`src/rtl/csi2_csr_bank_if.sv`:
```
// AXI4-Lite slave bus bundle for the CSI-2 CSR bank.
interface csi2_csr_bank_if #(
    parameter int ADDR_WIDTH = 8,
    parameter int DATA_WIDTH = 32
);
    logic [ADDR_WIDTH-1:0]   awaddr_i;
    logic                    awvalid_i;
    logic                    awready_o;
    logic [DATA_WIDTH-1:0]   wdata_i;
    logic [DATA_WIDTH/8-1:0] wstrb_i;
    logic                    wvalid_i;
    logic                    wready_o;
    logic [1:0]              bresp_o;
    logic                    bvalid_o;
    logic                    bready_i;
    logic [ADDR_WIDTH-1:0]   araddr_i;
    logic                    arvalid_i;
    logic                    arready_o;
    logic [DATA_WIDTH-1:0]   rdata_o;
    logic [1:0]              rresp_o;
    logic                    rvalid_o;
    logic                    rready_i;

    modport slave (
        input  awaddr_i, awvalid_i, wdata_i, wstrb_i, wvalid_i, bready_i,
               araddr_i, arvalid_i, rready_i,
        output awready_o, wready_o, bresp_o, bvalid_o,
               arready_o, rdata_o, rresp_o, rvalid_o
    );

    modport master (
        output awaddr_i, awvalid_i, wdata_i, wstrb_i, wvalid_i, bready_i,
               araddr_i, arvalid_i, rready_i,
        input  awready_o, wready_o, bresp_o, bvalid_o,
               arready_o, rdata_o, rresp_o, rvalid_o
    );
endinterface

```
`src/rtl/csi2_csr_bank.sv`:
```
// AXI4-Lite control/status register bank: CRs with pulse and shadow/commit modes,
// SRs sampled from sr_i, byte strobes and SLVERR on unmapped indices.
module csi2_csr_bank #(
    parameter int                          DATA_WIDTH  = 32,
    parameter int                          ADDR_WIDTH  = 8,
    parameter int                          CR_CNT      = 6,
    parameter int                          SR_CNT      = 7,
    parameter logic [CR_CNT*DATA_WIDTH-1:0] CR_RST_VAL = '0,
    parameter logic [CR_CNT-1:0]           PULSE_MASK  = 6'b100001,
    parameter logic [CR_CNT-1:0]           SHADOW_MASK = 6'b011000,
    parameter int                          COMMIT_IDX  = 5
) (
    input  logic                         clk_i,
    input  logic                         rst_n_i,
    csi2_csr_bank_if.slave               bus,
    output logic [CR_CNT*DATA_WIDTH-1:0] cr_o,
    output logic [CR_CNT-1:0]            cr_upd_o,
    input  logic [SR_CNT*DATA_WIDTH-1:0] sr_i
);
    localparam int         IDX_W       = ADDR_WIDTH - 2;
    localparam int         STRB_W      = DATA_WIDTH / 8;
    localparam logic [1:0] RESP_OKAY   = 2'b00;
    localparam logic [1:0] RESP_SLVERR = 2'b10;

    logic                  ready_en_reg;
    logic                  aw_held_reg;
    logic                  w_held_reg;
    logic [IDX_W-1:0]      aw_idx_reg;
    logic [DATA_WIDTH-1:0] w_data_reg;
    logic [STRB_W-1:0]     w_strb_reg;
    logic                  bvalid_reg;
    logic [1:0]            bresp_reg;
    logic                  rvalid_reg;
    logic [1:0]            rresp_reg;
    logic [DATA_WIDTH-1:0] rdata_reg;

    logic                  aw_hs, w_hs, ar_hs, exec, commit_fire;
    logic [IDX_W-1:0]      wr_idx, ar_idx;
    logic [DATA_WIDTH-1:0] rd_data;
    logic                  rd_err;
    logic [DATA_WIDTH-1:0] cr_rd [CR_CNT];
    logic                  unused_addr_bits;

    assign unused_addr_bits = ^{bus.awaddr_i[1:0], bus.araddr_i[1:0]};

    assign bus.awready_o = ready_en_reg && !aw_held_reg && !bvalid_reg;
    assign bus.wready_o  = ready_en_reg && !w_held_reg && !bvalid_reg;
    assign bus.arready_o = ready_en_reg && !rvalid_reg;
    assign bus.bvalid_o  = bvalid_reg;
    assign bus.bresp_o   = bresp_reg;
    assign bus.rvalid_o  = rvalid_reg;
    assign bus.rresp_o   = rresp_reg;
    assign bus.rdata_o   = rdata_reg;

    assign aw_hs  = bus.awvalid_i && bus.awready_o;
    assign w_hs   = bus.wvalid_i && bus.wready_o;
    assign ar_hs  = bus.arvalid_i && bus.arready_o;
    assign wr_idx = aw_hs ? bus.awaddr_i[ADDR_WIDTH-1:2] : aw_idx_reg;
    assign ar_idx = bus.araddr_i[ADDR_WIDTH-1:2];

    // Both halves held only in the execute cycle; bvalid is already up by then.
    assign exec        = aw_held_reg && w_held_reg;
    assign commit_fire = exec && (aw_idx_reg == IDX_W'(COMMIT_IDX)) && w_strb_reg[0] && w_data_reg[0];

    always_ff @(posedge clk_i) begin
        if (!rst_n_i) begin
            ready_en_reg <= 1'b0;
            aw_held_reg  <= 1'b0;
            w_held_reg   <= 1'b0;
            aw_idx_reg   <= '0;
            w_data_reg   <= '0;
            w_strb_reg   <= '0;
            bvalid_reg   <= 1'b0;
            bresp_reg    <= RESP_OKAY;
        end else begin
            ready_en_reg <= 1'b1;
            if (exec) begin
                aw_held_reg <= 1'b0;
                w_held_reg  <= 1'b0;
            end
            if (aw_hs) begin
                aw_held_reg <= 1'b1;
                aw_idx_reg  <= bus.awaddr_i[ADDR_WIDTH-1:2];
            end
            if (w_hs) begin
                w_held_reg <= 1'b1;
                w_data_reg <= bus.wdata_i;
                w_strb_reg <= bus.wstrb_i;
            end
            if ((aw_held_reg || aw_hs) && (w_held_reg || w_hs) && !bvalid_reg) begin
                bvalid_reg <= 1'b1;
                bresp_reg  <= (wr_idx < IDX_W'(CR_CNT)) ? RESP_OKAY : RESP_SLVERR;
            end else if (bvalid_reg && bus.bready_i) begin
                bvalid_reg <= 1'b0;
            end
        end
    end

    for (genvar gi = 0; gi < CR_CNT; gi++) begin : g_cr
        logic [DATA_WIDTH-1:0] shadow_reg;
        logic [DATA_WIDTH-1:0] applied_reg;
        logic                  upd_reg;
        logic [DATA_WIDTH-1:0] merged;
        logic [DATA_WIDTH-1:0] strobed;
        logic                  hit;

        assign hit = exec && (aw_idx_reg == IDX_W'(gi)) && (|w_strb_reg);

        for (genvar bi = 0; bi < STRB_W; bi++) begin : g_lane
            assign merged[bi*8 +: 8]  = w_strb_reg[bi] ? w_data_reg[bi*8 +: 8] : shadow_reg[bi*8 +: 8];
            assign strobed[bi*8 +: 8] = w_strb_reg[bi] ? w_data_reg[bi*8 +: 8] : 8'h00;
        end

        always_ff @(posedge clk_i) begin
            if (!rst_n_i) begin
                shadow_reg  <= PULSE_MASK[gi] ? '0 : CR_RST_VAL[gi*DATA_WIDTH +: DATA_WIDTH];
                applied_reg <= PULSE_MASK[gi] ? '0 : CR_RST_VAL[gi*DATA_WIDTH +: DATA_WIDTH];
                upd_reg     <= 1'b0;
            end else if (PULSE_MASK[gi]) begin
                applied_reg <= hit ? strobed : '0;
                upd_reg     <= hit;
            end else if (SHADOW_MASK[gi]) begin
                if (hit) shadow_reg <= merged;
                if (commit_fire) applied_reg <= shadow_reg;
                upd_reg <= commit_fire;
            end else begin
                if (hit) begin
                    shadow_reg  <= merged;
                    applied_reg <= merged;
                end
                upd_reg <= hit;
            end
        end

        assign cr_o[gi*DATA_WIDTH +: DATA_WIDTH] = applied_reg;
        assign cr_upd_o[gi]                      = upd_reg;
        assign cr_rd[gi]                         = PULSE_MASK[gi] ? '0 : shadow_reg;
    end

    always_comb begin
        rd_data = '0;
        rd_err  = 1'b1;
        for (int i = 0; i < CR_CNT; i++) begin
            if (ar_idx == IDX_W'(i)) begin
                rd_data = cr_rd[i];
                rd_err  = 1'b0;
            end
        end
        for (int j = 0; j < SR_CNT; j++) begin
            if (ar_idx == IDX_W'(CR_CNT + j)) begin
                rd_data = sr_i[j*DATA_WIDTH +: DATA_WIDTH];
                rd_err  = 1'b0;
            end
        end
    end

    // Read data is captured at AR handshake so SR values stay frozen until R completes.
    always_ff @(posedge clk_i) begin
        if (!rst_n_i) begin
            rvalid_reg <= 1'b0;
            rdata_reg  <= '0;
            rresp_reg  <= RESP_OKAY;
        end else if (ar_hs) begin
            rvalid_reg <= 1'b1;
            rdata_reg  <= rd_data;
            rresp_reg  <= rd_err ? RESP_SLVERR : RESP_OKAY;
        end else if (rvalid_reg && bus.rready_i) begin
            rvalid_reg <= 1'b0;
        end
    end
endmodule

```
`src/flat_wrapper.sv`:
```
// flat-port wrapper written by rule: the top's interface ports become plain ports
module csi2_csr_bank_flat 
#(
    parameter int                          DATA_WIDTH  = 32,
    parameter int                          ADDR_WIDTH  = 8,
    parameter int                          CR_CNT      = 6,
    parameter int                          SR_CNT      = 7,
    parameter logic [CR_CNT*DATA_WIDTH-1:0] CR_RST_VAL = '0,
    parameter logic [CR_CNT-1:0]           PULSE_MASK  = 6'b100001,
    parameter logic [CR_CNT-1:0]           SHADOW_MASK = 6'b011000,
    parameter int                          COMMIT_IDX  = 5
)
  (clk_i, rst_n_i, cr_o, cr_upd_o, sr_i, bus_awaddr_i, bus_awvalid_i, bus_wdata_i, bus_wstrb_i, bus_wvalid_i, bus_bready_i, bus_araddr_i, bus_arvalid_i, bus_rready_i, bus_awready_o, bus_wready_o, bus_bresp_o, bus_bvalid_o, bus_arready_o, bus_rdata_o, bus_rresp_o, bus_rvalid_o);
  csi2_csr_bank_if #(.ADDR_WIDTH(ADDR_WIDTH), .DATA_WIDTH(DATA_WIDTH)) bus_i ();
  input  logic clk_i;
  input  logic rst_n_i;
  output logic [CR_CNT*DATA_WIDTH-1:0] cr_o;
  output logic [CR_CNT-1:0] cr_upd_o;
  input  logic [SR_CNT*DATA_WIDTH-1:0] sr_i;
  input wire logic [$bits(bus_i.awaddr_i)-1:0] bus_awaddr_i;
  input wire logic [$bits(bus_i.awvalid_i)-1:0] bus_awvalid_i;
  input wire logic [$bits(bus_i.wdata_i)-1:0] bus_wdata_i;
  input wire logic [$bits(bus_i.wstrb_i)-1:0] bus_wstrb_i;
  input wire logic [$bits(bus_i.wvalid_i)-1:0] bus_wvalid_i;
  input wire logic [$bits(bus_i.bready_i)-1:0] bus_bready_i;
  input wire logic [$bits(bus_i.araddr_i)-1:0] bus_araddr_i;
  input wire logic [$bits(bus_i.arvalid_i)-1:0] bus_arvalid_i;
  input wire logic [$bits(bus_i.rready_i)-1:0] bus_rready_i;
  output wire logic [$bits(bus_i.awready_o)-1:0] bus_awready_o;
  output wire logic [$bits(bus_i.wready_o)-1:0] bus_wready_o;
  output wire logic [$bits(bus_i.bresp_o)-1:0] bus_bresp_o;
  output wire logic [$bits(bus_i.bvalid_o)-1:0] bus_bvalid_o;
  output wire logic [$bits(bus_i.arready_o)-1:0] bus_arready_o;
  output wire logic [$bits(bus_i.rdata_o)-1:0] bus_rdata_o;
  output wire logic [$bits(bus_i.rresp_o)-1:0] bus_rresp_o;
  output wire logic [$bits(bus_i.rvalid_o)-1:0] bus_rvalid_o;
  assign bus_i.awaddr_i = bus_awaddr_i;
  assign bus_i.awvalid_i = bus_awvalid_i;
  assign bus_i.wdata_i = bus_wdata_i;
  assign bus_i.wstrb_i = bus_wstrb_i;
  assign bus_i.wvalid_i = bus_wvalid_i;
  assign bus_i.bready_i = bus_bready_i;
  assign bus_i.araddr_i = bus_araddr_i;
  assign bus_i.arvalid_i = bus_arvalid_i;
  assign bus_i.rready_i = bus_rready_i;
  assign bus_awready_o = bus_i.awready_o;
  assign bus_wready_o = bus_i.wready_o;
  assign bus_bresp_o = bus_i.bresp_o;
  assign bus_bvalid_o = bus_i.bvalid_o;
  assign bus_arready_o = bus_i.arready_o;
  assign bus_rdata_o = bus_i.rdata_o;
  assign bus_rresp_o = bus_i.rresp_o;
  assign bus_rvalid_o = bus_i.rvalid_o;
  csi2_csr_bank #(.DATA_WIDTH(DATA_WIDTH), .ADDR_WIDTH(ADDR_WIDTH), .CR_CNT(CR_CNT), .SR_CNT(SR_CNT), .CR_RST_VAL(CR_RST_VAL), .PULSE_MASK(PULSE_MASK), .SHADOW_MASK(SHADOW_MASK), .COMMIT_IDX(COMMIT_IDX)) u_core (.clk_i(clk_i), .rst_n_i(rst_n_i), .bus(bus_i), .cr_o(cr_o), .cr_upd_o(cr_upd_o), .sr_i(sr_i));
endmodule
```
`config.mk`:
```
export PLATFORM = sky130hd
export DESIGN_NAME = csi2_csr_bank_flat
export DESIGN_NICKNAME = d
export VERILOG_FILES = /design/src/rtl/csi2_csr_bank_if.sv /design/src/rtl/csi2_csr_bank.sv /design/src/flat_wrapper.sv
export SDC_FILE = /design/constraint.sdc
export NUM_CORES = 1
export LEC_CHECK = 0
export ABC_AREA = 1
export CAP_MARGIN = 20
export CORE_AREA = 2 2 200 202
export DETAILED_ROUTE_END_ITERATION = 6
export DIE_AREA = 0 0 202 204
export GPL_ROUTABILITY_DRIVEN = 0
export HOLD_SLACK_MARGIN = 0.03
export PLACE_DENSITY = 0.7
export SYNTH_ARGS = -nofsm -noshare
export SYNTH_HDL_FRONTEND = slang
export SYNTH_SLANG_ARGS = --single-unit
```
`constraint.sdc`:
```
create_clock -name clk_i -period 2.55 [get_ports clk_i]
set_input_delay 0.51 -clock clk_i [delete_from_list [all_inputs] [get_ports clk_i]]
set_output_delay 0.51 -clock clk_i [all_outputs]
set_load 0.005 [all_outputs]
```
==> flow_summary.json <==
{
  "clock_power_share_pct": 46.6,
  "yosysWarnings": 0,
  "io_buffers": 515,
  "drive_above_1_share_pct": 6.78,
  "path_max_fanout": 3,
  "pwr-share-comb_pct": 8.9,
  "p_sw_share_pct": 23.4,
  "final_util_pct": 57.0,
  "grt_pass1_wl_um": 87400,
  "clock_path_buffers": 3,
  "critPathRequiredTime_ns": 2.04,
  "clkTransAtPathRegs_ns": 0.06,
  "cts_tree": "built",
  "fmax_mhz": 405,
  "period_share_pct": 96.7,
  "power_frac_seq_pct": 44.4,
  "drt_wl_total_um": 58200,
  "synth_flop_cell": "dfxtp_1",
  "slew_viol_final": 0,
  "postSynthCellCount": 2158,
  "max-vdd-ir-drop_v": 0.000614,
  "syn_area_um2": 14900,
  "holdCritStartpoint": "rst_n_i",
  "setup_viol": 0,
  "grt_pass1_vias": 15200,
  "multiInputGateArea_um2": 6150,
  "worst_pin_slew_ns": 0.797,
  "die_width_um": 202,
  "numCtsBuffers": 39,
  "cts_sinks": 342,
  "synth_edf_count": 0,
  "power_switching_uw": 2900,
  "final-seq-area_um2": 6850,
  "cts_hold_buffers": 0,
  "crit_start": "u_core.ready_en_reg$_DFF_P_",
  "fp.coreArea_um2": 39200,
  "vias_per_cell": 4.95,
  "rsz0062_at_grt": "false",
  "setup.worst_path.class": "register to output pin",
  "fin_ws_ns": 0.0836,
  "synth-seq-cells": 342,
  "p_int_uw": 9500,
  "cts_max_level": 2,
  "drtAntennaViolNets": 0,
  "wire_per_inst_um": 18.1,
  "dieHeight_um": 204,
  "grt_start_max_net_pins": 214,
  "drc": 0,
  "fillers": 3609,
  "fin_skew_ns": 0.0207,
  "avgSynthCellArea_um2": 6.93,
  "hp-class": "input port to register",
  "post-cts-setup-buffer-count": 0,
  "worstSkewPairLatency_ns": 0.55,
  "vias": 15900,
  "min_period_ns": 2.47,
  "dr.pass1.iters": 6,
  "worst-endpoint-arrival_ns": 1.96,
  "overflow": 0,
  "worstSetupStartpointType": "register",
  "rows": 73,
  "rr_startpoint": "u_core.aw_held_reg$_SDFFE_PN0P_",
  "final.setup.tns_ns": 0,
  "drv_cap": 0,
  "place.detailed.hpwl_um": 44500,
  "globalRouteTotalUtil_pct": 27.3,
  "start_util_pct": 38.1,
  "seq_area_frac_synth_pct": 45.8,
  "drtIter0Drc": 1121,
  "ys_types": 34,
  "p_leak_uw": 0.00881,
  "async_reset_ff_share_pct": 0,
  "max-slew-margin-rel_pct": 46.9,
  "die_area_um2": 41200,
  "dp_slack_ns": -0.336,
  "powerDensity_nw_per_um2": 555,
  "io_pins": 522,
  "status": "complete, no violations",
  "cts_root_buf": "clkbuf_16",
  "antenna_found_initial": 2,
  "synthToLayoutAreaGrowth_pct": 49.5,
  "hold_viol": 0,
  "layout.nets": 2942,
  "end_kind": "output pin"
}
## cells in the mapped netlist (3+ instances only)
master | number | area (µm²)
inv_1 | 361 | 1360
nand2_1 | 344 | 1290
dfxtp_1 | 342 | 6850
a21oi_1 | 278 | 1390
o21ai_0 | 250 | 1250
nor2_1 | 173 | 649
clkbuf_1 | 91 | 342
nor3_1 | 88 | 440
nand3_1 | 64 | 320
nand4_1 | 44 | 275
buf_2 | 36 | 180
a211oi_1 | 19 | 143
o21ai_1 | 18 | 90.1
or2_2 | 13 | 81.3
buf_4 | 12 | 90.1
clkinv_1 | 3 | 11.3
nor2_4 | 3 | 33.8
## power groups by stage
stage	Sequential [µW]	Clock [µW]	Combinational (µW)
3_5_place_dp	5620	0	1100
6_report	5510	5780	1110
3_3_place_gp	5620	0	1080
5_1_grt	5520	6100	1220
4_1_cts	5500	5910	1110
2_1_floorplan	5580	0	438
## logic make-up (layout without fill, tap and decap cells)
group           count (synthesis)  after routing  synth area share [%]
buf+inv                       506           1033                  13.3
xor+xnor                        1              1                0.0586
flops                         342            342                  45.8
other cells                     1              6                0.0251
simple gates                  738            738                  21.3
mux                             1              1                0.0670
compound gates                569            569                  19.4
## cell type report
cell class | count | area share, %
multi-input combinational | 1311 | 27.5
antenna | 4 | 0.0448
tap | 525 | 2.94
clock buffer | 52 | 4.99
inverter | 366 | 6.15
clock inverter | 16 | 0.985
timing repair buffer | 599 | 26.7
sequential | 342 | 30.6
## cells in the final DEF (no fill, tap or decap), drive strengths merged
cell / Yosys / layout
clkdlybuf4s50: 0 / 514
nor4: 3 / 3
xnor2: 1 / 1
conb: 1 / 2
o22ai: 1 / 1
buf: 49 / 85
inv: 363 / 364
diode: 0 / 4
nand3b: 1 / 1
nor2: 178 / 178
clkbuf: 91 / 52
mux2i: 1 / 1
o21ai: 268 / 268
a21oi: 278 / 278
clkinv: 3 / 10
nand4: 44 / 44
o2111ai: 1 / 1
nand2: 345 / 345
nand3: 65 / 65
o21a: 1 / 1
clkinvlp: 0 / 4
a211oi: 19 / 19
dfxtp: 342 / 342
bufinv: 0 / 4
o211ai: 1 / 1
or2: 13 / 13
nor3: 89 / 89
## per-layer routing
layer | vias to the layer above | GRT usage (%) | routed length, µm
li1 | 7903 | - | -
met1 | 7245 | 35.5 | 25000
met2 | 671 | 43.6 | 26100
met3 | 95 | 6.74 | 5010
met4 | 0 | 10.6 | 2050
met5 | - | 0 | 0
## timing repair
action                                 4_1_cts  5_1_grt
endpoints found under the hold margin        0        0
setup endpoints to repair                    0        1
resized for setup                            0        1
## through the flow
step	instances	hold WS, ns	total power (µW)	area (µm²)
floorplan	2159	0.430	6010	15000
detailed placement	3143	0.436	6720	21000
global route	3213	0.324	12800	22300
finish	3215	0.329	12400	22300
global placement	3143	0.433	6700	21000
CTS	3211	0.301	12500	22300
## final timing paths
check / cells past startpoint / end / slack, ns
max: 3 / bus_wready_o / 0.08
min: 3 / u_core.aw_idx_reg[4]$_SDFF_PN0_ / 0.33
max reg2reg: 7 / u_core.g_cr[1].shadow_reg[25]$_SDFFE_PN0P_ / 0.38
min reg2reg: 2 / u_core.g_cr[4].applied_reg[21]$_SDFFE_PN0P_ / 0.44
## critical path, cell delays in order, from the launching register on
cell and delay [ns]:
dfxtp_1 0.30, inv_1 0.15, nor3_1 0.37, clkdlybuf4s50_1 0.60
(Power assumes the default switching activity.)
